`src/rtl/led_period_meter_pkg.sv`:
```
// led_period_meter_pkg: shared types and defaults for the period meter.
// Holds the FSM state enum and the default CNT_W / T_TIMEOUT values.
package led_period_meter_pkg;

  typedef enum logic {
    IDLE    = 1'b0,
    MEASURE = 1'b1
  } state_t;

  localparam int CNT_W_DEF     = 26;
  localparam int T_TIMEOUT_DEF = 50000000;

endpackage

```
`src/rtl/led_period_meter_sig_edge_sync.sv`:
```
// sig_edge_sync: synchronizer, optional glitch filter and rise detector.
// Ports: CLK, RST (sync, active-high), SIG_IN (async), RISE (1-cycle).
// Optional macro GLITCH_FILTER_EN adds a 3-sample majority filter
// after the synchronizer (+2 cycles latency, drops 1-cycle glitches).
module sig_edge_sync (
  input  logic CLK,
  input  logic RST,
  input  logic SIG_IN,
  output logic RISE
);

  logic sync1;
  logic sync2;
  logic sync3;

`ifdef GLITCH_FILTER_EN
  logic tap1;
  logic tap2;
  logic filt;
  logic maj;

  // Two of the last three synchronized samples must agree.
  assign maj = (sync2 & tap1) | (sync2 & tap2) | (tap1 & tap2);

  always_ff @(posedge CLK) begin
    if (RST) begin
      sync1 <= 1'b0;
      sync2 <= 1'b0;
      tap1  <= 1'b0;
      tap2  <= 1'b0;
      filt  <= 1'b0;
      sync3 <= 1'b0;
    end else begin
      sync1 <= SIG_IN;
      sync2 <= sync1;
      tap1  <= sync2;
      tap2  <= tap1;
      filt  <= maj;
      sync3 <= filt;
    end
  end

  assign RISE = filt & ~sync3;
`else
  always_ff @(posedge CLK) begin
    if (RST) begin
      sync1 <= 1'b0;
      sync2 <= 1'b0;
      sync3 <= 1'b0;
    end else begin
      sync1 <= SIG_IN;
      sync2 <= sync1;
      sync3 <= sync2;
    end
  end

  // sync3 resets low, so a level already high at release counts.
  assign RISE = sync2 & ~sync3;
`endif

endmodule

```
`src/rtl/led_period_meter.sv`:
```
// led_period_meter: measures rising-to-rising period of SIG_IN in CLK
// cycles. Ports: CLK, RST (sync, active-high), SIG_IN (async),
// PERIOD (last period), PERIOD_VALID (1-cycle pulse on update),
// NO_SIGNAL (high while no valid period held), LED (count mod 16).
// Params: CNT_W, T_TIMEOUT (2 <= T_TIMEOUT < 2**CNT_W).
// Optional macro GLITCH_FILTER_EN enables the input majority filter.
module led_period_meter
  import led_period_meter_pkg::*;
#(
  parameter int CNT_W     = CNT_W_DEF,
  parameter int T_TIMEOUT = T_TIMEOUT_DEF
) (
  input  logic             CLK,
  input  logic             RST,
  input  logic             SIG_IN,
  output logic [CNT_W-1:0] PERIOD,
  output logic             PERIOD_VALID,
  output logic             NO_SIGNAL,
  output logic [3:0]       LED
);

  localparam logic [CNT_W-1:0] CNT_LAST = CNT_W'(T_TIMEOUT - 1);

  state_t           state;
  state_t           next_state;
  logic [CNT_W-1:0] cnt;
  logic             rise;
  logic             at_limit;
  logic             arm;
  logic             report;
  logic             expire;
  logic             tick;

  sig_edge_sync u_sync (
    .CLK    (CLK),
    .RST    (RST),
    .SIG_IN (SIG_IN),
    .RISE   (rise)
  );

  // cnt stops at CNT_LAST, so it can never wrap.
  assign at_limit = (cnt == CNT_LAST);

  always_ff @(posedge CLK) begin
    if (RST) state <= IDLE;
    else     state <= next_state;
  end

  always_comb begin
    next_state = state;
    unique case (state)
      IDLE:    if (rise) next_state = MEASURE;
      MEASURE: if (!rise && at_limit) next_state = IDLE;
      default: next_state = IDLE;
    endcase
  end

  // A rise on the final count still reports (rise beats timeout).
  always_comb begin
    arm    = 1'b0;
    report = 1'b0;
    expire = 1'b0;
    tick   = 1'b0;
    unique case (state)
      IDLE: arm = rise;
      MEASURE: begin
        if (rise)          report = 1'b1;
        else if (at_limit) expire = 1'b1;
        else               tick   = 1'b1;
      end
      default: ;
    endcase
  end

  always_ff @(posedge CLK) begin
    if (RST) begin
      cnt          <= '0;
      PERIOD       <= '0;
      PERIOD_VALID <= 1'b0;
      NO_SIGNAL    <= 1'b1;
      LED          <= 4'd0;
    end else begin
      PERIOD_VALID <= report;
      if (arm || report) cnt <= '0;
      else if (tick)     cnt <= cnt + 1'b1;
      if (report) begin
        PERIOD    <= cnt + 1'b1;
        LED       <= LED + 4'd1;
        NO_SIGNAL <= 1'b0;
      end
      if (expire) NO_SIGNAL <= 1'b1;
    end
  end

endmodule

```
`config.mk`:
```
export PLATFORM = sky130hd
export DESIGN_NAME = led_period_meter
export DESIGN_NICKNAME = d
export VERILOG_FILES = /design/src/rtl/led_period_meter_pkg.sv /design/src/rtl/led_period_meter_sig_edge_sync.sv /design/src/rtl/led_period_meter.sv
export SDC_FILE = /design/constraint.sdc
export NUM_CORES = 1
export LEC_CHECK = 0
export ABC_AREA = 0
export BUFFER_PORTS_ARGS = -buffer_cell sky130_fd_sc_hd__buf_2
export CORE_ASPECT_RATIO = 1.5
export CORE_MARGIN = 3
export CORE_UTILIZATION = 45
export DETAILED_ROUTE_END_ITERATION = 10
export MAX_ROUTING_LAYER = met4
export PLACE_DENSITY = 0.67
export SLEW_MARGIN = 10
export SYNTH_ARGS = -nofsm -noshare
export SYNTH_HDL_FRONTEND = slang
export SYNTH_SLANG_ARGS = --single-unit
```
`constraint.sdc`:
```
create_clock -name CLK -period 3.2 [get_ports CLK]
set_input_delay 0.16 -clock CLK [delete_from_list [all_inputs] [get_ports CLK]]
set_output_delay 0.16 -clock CLK [all_outputs]
set_load 0.02 [all_outputs]
```
==> results.json <==
{
  "synth_cells": 323,
  "firstDrtPassIters": 4,
  "post-route-util_pct": 53.82,
  "maxSlewHeadroom_pct": 56.54,
  "io_buffers": 34,
  "power-per-cell-area_nw_per_um2": 490.9,
  "syn_area_um2": 2826,
  "final_cell_mix": "62 x dfxtp_1, 35 x nor2_1, 34 x buf_2",
  "initial_utilization_pct": 47.46,
  "slowest_delay_ps": 580,
  "synth_area_leaders": "dfxtp_1 44%, a211oi_1 6.6%, xor2_1 5.9%",
  "fillers": 581,
  "crit_family": "simple AND/OR/NAND/NOR gates",
  "clock_latency_ps": 340,
  "syn_avg_cell_area_um2": 8.751,
  "period_share_pct": 75.70,
  "wl_mm": 5.735,
  "synth_mux_area_share_pct": 0.3541,
  "setup_viol": 0,
  "synth_fa_ha_area_share_pct": 0.8853,
  "worstPathRequired_ps": 3420,
  "dp_hpwl_mm": 4.143,
  "synth_top_area_share_pct": 43.91,
  "synth-simple-area-share_pct": 23.99,
  "grt_pass1_vias": 2049,
  "tns_ps": 0,
  "synthToLayoutAreaGrowth_pct": 13.41,
  "tightest_slew_ps": 651.9,
  "critPathLaunchType": "register",
  "layout-drive-gt1-share_pct": 16.24,
  "n_antenna_cell": 0,
  "synth-compound-area-share_pct": 16.56,
  "antenna_found_initial": 0,
  "design.core.area_um2": 5956,
  "max_freq_mhz": 412.8,
  "place_inst": 407,
  "slowest_stage": "or4_4",
  "detail-route-antenna-nets": 0,
  "grt_use_total_pct": 17.21,
  "power_w": 0.001574,
  "final_area_um2": 3206,
  "drc_errors": 0,
  "vias": 2315,
  "cp_max_fo": 31,
  "cts_buffers": 9,
  "async_reset_ff_share_pct": 0,
  "root_buffer": "clkbuf_8",
  "status": "finished clean",
  "design.portCount": 35,
  "postCtsHoldBufs": 0,
  "instances_no_fill": 423,
  "end_kind": "register",
  "via_per_inst": 5.473,
  "synth_largest_area_cell": "dfxtp_1",
  "grt_pass1_wl_mm": 9.584,
  "fin_nets": 351,
  "grt_max_degree": 39,
  "cp_num_buf_inv": 1,
  "crit_type": "register to register",
  "rsz0062_at_grt": "no",
  "gp_congestion": 0.8938,
  "die-area_um2": 7288,
  "synth_top_family_by_area": "simple AND/OR/NAND/NOR gates",
  "final_common_cell": "dfxtp_1",
  "clk_pin_slew_ps": 70,
  "overflow": 0,
  "finalCriticalPeriod_ps": 2422,
  "slew_violations": 0,
  "wl_per_cell_um": 13.56,
  "hold_viol_final": 0,
  "die_w_um": 70.71,
  "cts_sinks": 62,
  "ys_warn_count": 0,
  "postCtsResizedCells": 0,
  "finClkSkew_ps": 4.410,
  "cts_buffer_depth": 2,
  "cp_cell_sequence": "or4b_1 > or4_4 > o21bai_4 > buf_12 > mux2i_1 > nor2_1",
  "drv_cap": 0,
  "synth-xor-area-share_pct": 8.986,
  "dieHeight_um": 103.1,
  "synth_fp_nets": 328,
  "ys_ff_latch": 62,
  "place_area_um2": 2992,
  "hp-class": "input pin to register",
  "post_cts_buffers": 0,
  "placementRows": 34,
  "yosysSeqAreaShare_pct": 43.91,
  "cts_tree": "built",
  "leakagePower_nw": 1.101,
  "irDropWorstVdd_uv": 275.8,
  "drt_iter0_markers": 97,
  "synth-edff-count": 0,
  "cts_max_level": 3,
  "synth_flop_cell": "dfxtp_1",
  "synthDistinctLibCells": 38,
  "cp_data_arrival_time_ps": 2640
}
## worst register-to-register path: cells and delay by family (launching register included)
| kind | cells | cell delay (ps) |
|---|---|---|
| compound gates | 1 | 350 |
| buf+inv | 1 | 220 |
| flops | 1 | 460 |
| mux | 1 | 200 |
| simple gates | 3 | 1090 |
## flip-flops by register name (all words and copies together) (netlist names)
| signal | cells |
|---|---|
| u_sync.sync3 | 1 |
| state | 1 |
| LED | 4 |
| PERIOD | 26 |
| cnt | 26 |
| PERIOD_VALID | 1 |
| u_sync.sync2 | 1 |
| NO_SIGNAL | 1 |
| u_sync.sync1 | 1 |
## where the power goes
| group | internal [W] | switching (W) |
|---|---|---|
| sequential | 0.000779 | 0.00000450 |
| clock | 0.000437 | 0.000299 |
| combinational | 0.0000164 | 0.0000374 |
| total | 0.00123 | 0.000341 |
## synthesized netlist by cell type, types with 3 or more instances
cell type / count
clkbuf_1: 19
o31ai_1: 4
nand2_1: 16
nor3_1: 4
o21ai_1: 6
a211oi_1: 25
o21ai_0: 11
or4_1: 9
xor2_1: 19
and4_1: 3
nor4_1: 3
dfxtp_1: 62
or3_1: 20
a21oi_1: 23
nand4_1: 12
inv_1: 3
o211ai_1: 3
nor2b_1: 4
xnor2_1: 10
nor2_1: 35
nand3_1: 9
## kinds of logic after synthesis
group / Yosys count
simple gates: 126
compound gates: 74
flops: 62
xor+xnor: 29
buf+inv: 29
fa+ha+maj: 2
mux: 1
## stage by stage
step | worst slack, ps | hold slack (ps)
floorplan | 909.8 | 288.2
global placement | 826.7 | 381.2
detailed placement | 768.2 | 384.9
CTS | 774.8 | 29.23
global route | 613.7 | 66.02
finish | 777.6 | 42.59
## metal layers
layer	track usage, %	share of wire, %
met2	28.66	50
met5	-	0
met4	7.381	1.8
met3	5.073	3.8
met1	19.15	44
## area by class of cell
class                   instances  area (um2)  area share [%]
multi-input cells             232        1436           44.81
well taps                      72       90.09           2.810
clock inverters                 6       86.33           2.693
repair buffers                 38       212.7           6.635
flip-flops and latches         62        1241           38.72
inverters                       3       11.26          0.3513
clock buffers                  10       127.6           3.981
## path summary, 6_finish.rpt
| check | to | slack, ps | start | depth (start not counted) |
|---|---|---|---|---|
| worst max register to register | cnt[1]$_SDFFE_PP0P_ | 780 | cnt[17]$_SDFFE_PP0P_ | 6 |
| worst max-delay path | cnt[1]$_SDFFE_PP0P_ | 780 | cnt[17]$_SDFFE_PP0P_ | 6 |
| worst min-delay path | u_sync.sync1$_SDFF_PP0_ | 40 | SIG_IN | 2 |
| worst min register to register | u_sync.sync2$_SDFF_PP0_ | 460 | u_sync.sync1$_SDFF_PP0_ | 1 |
Power figures use the tool's default switching activity.
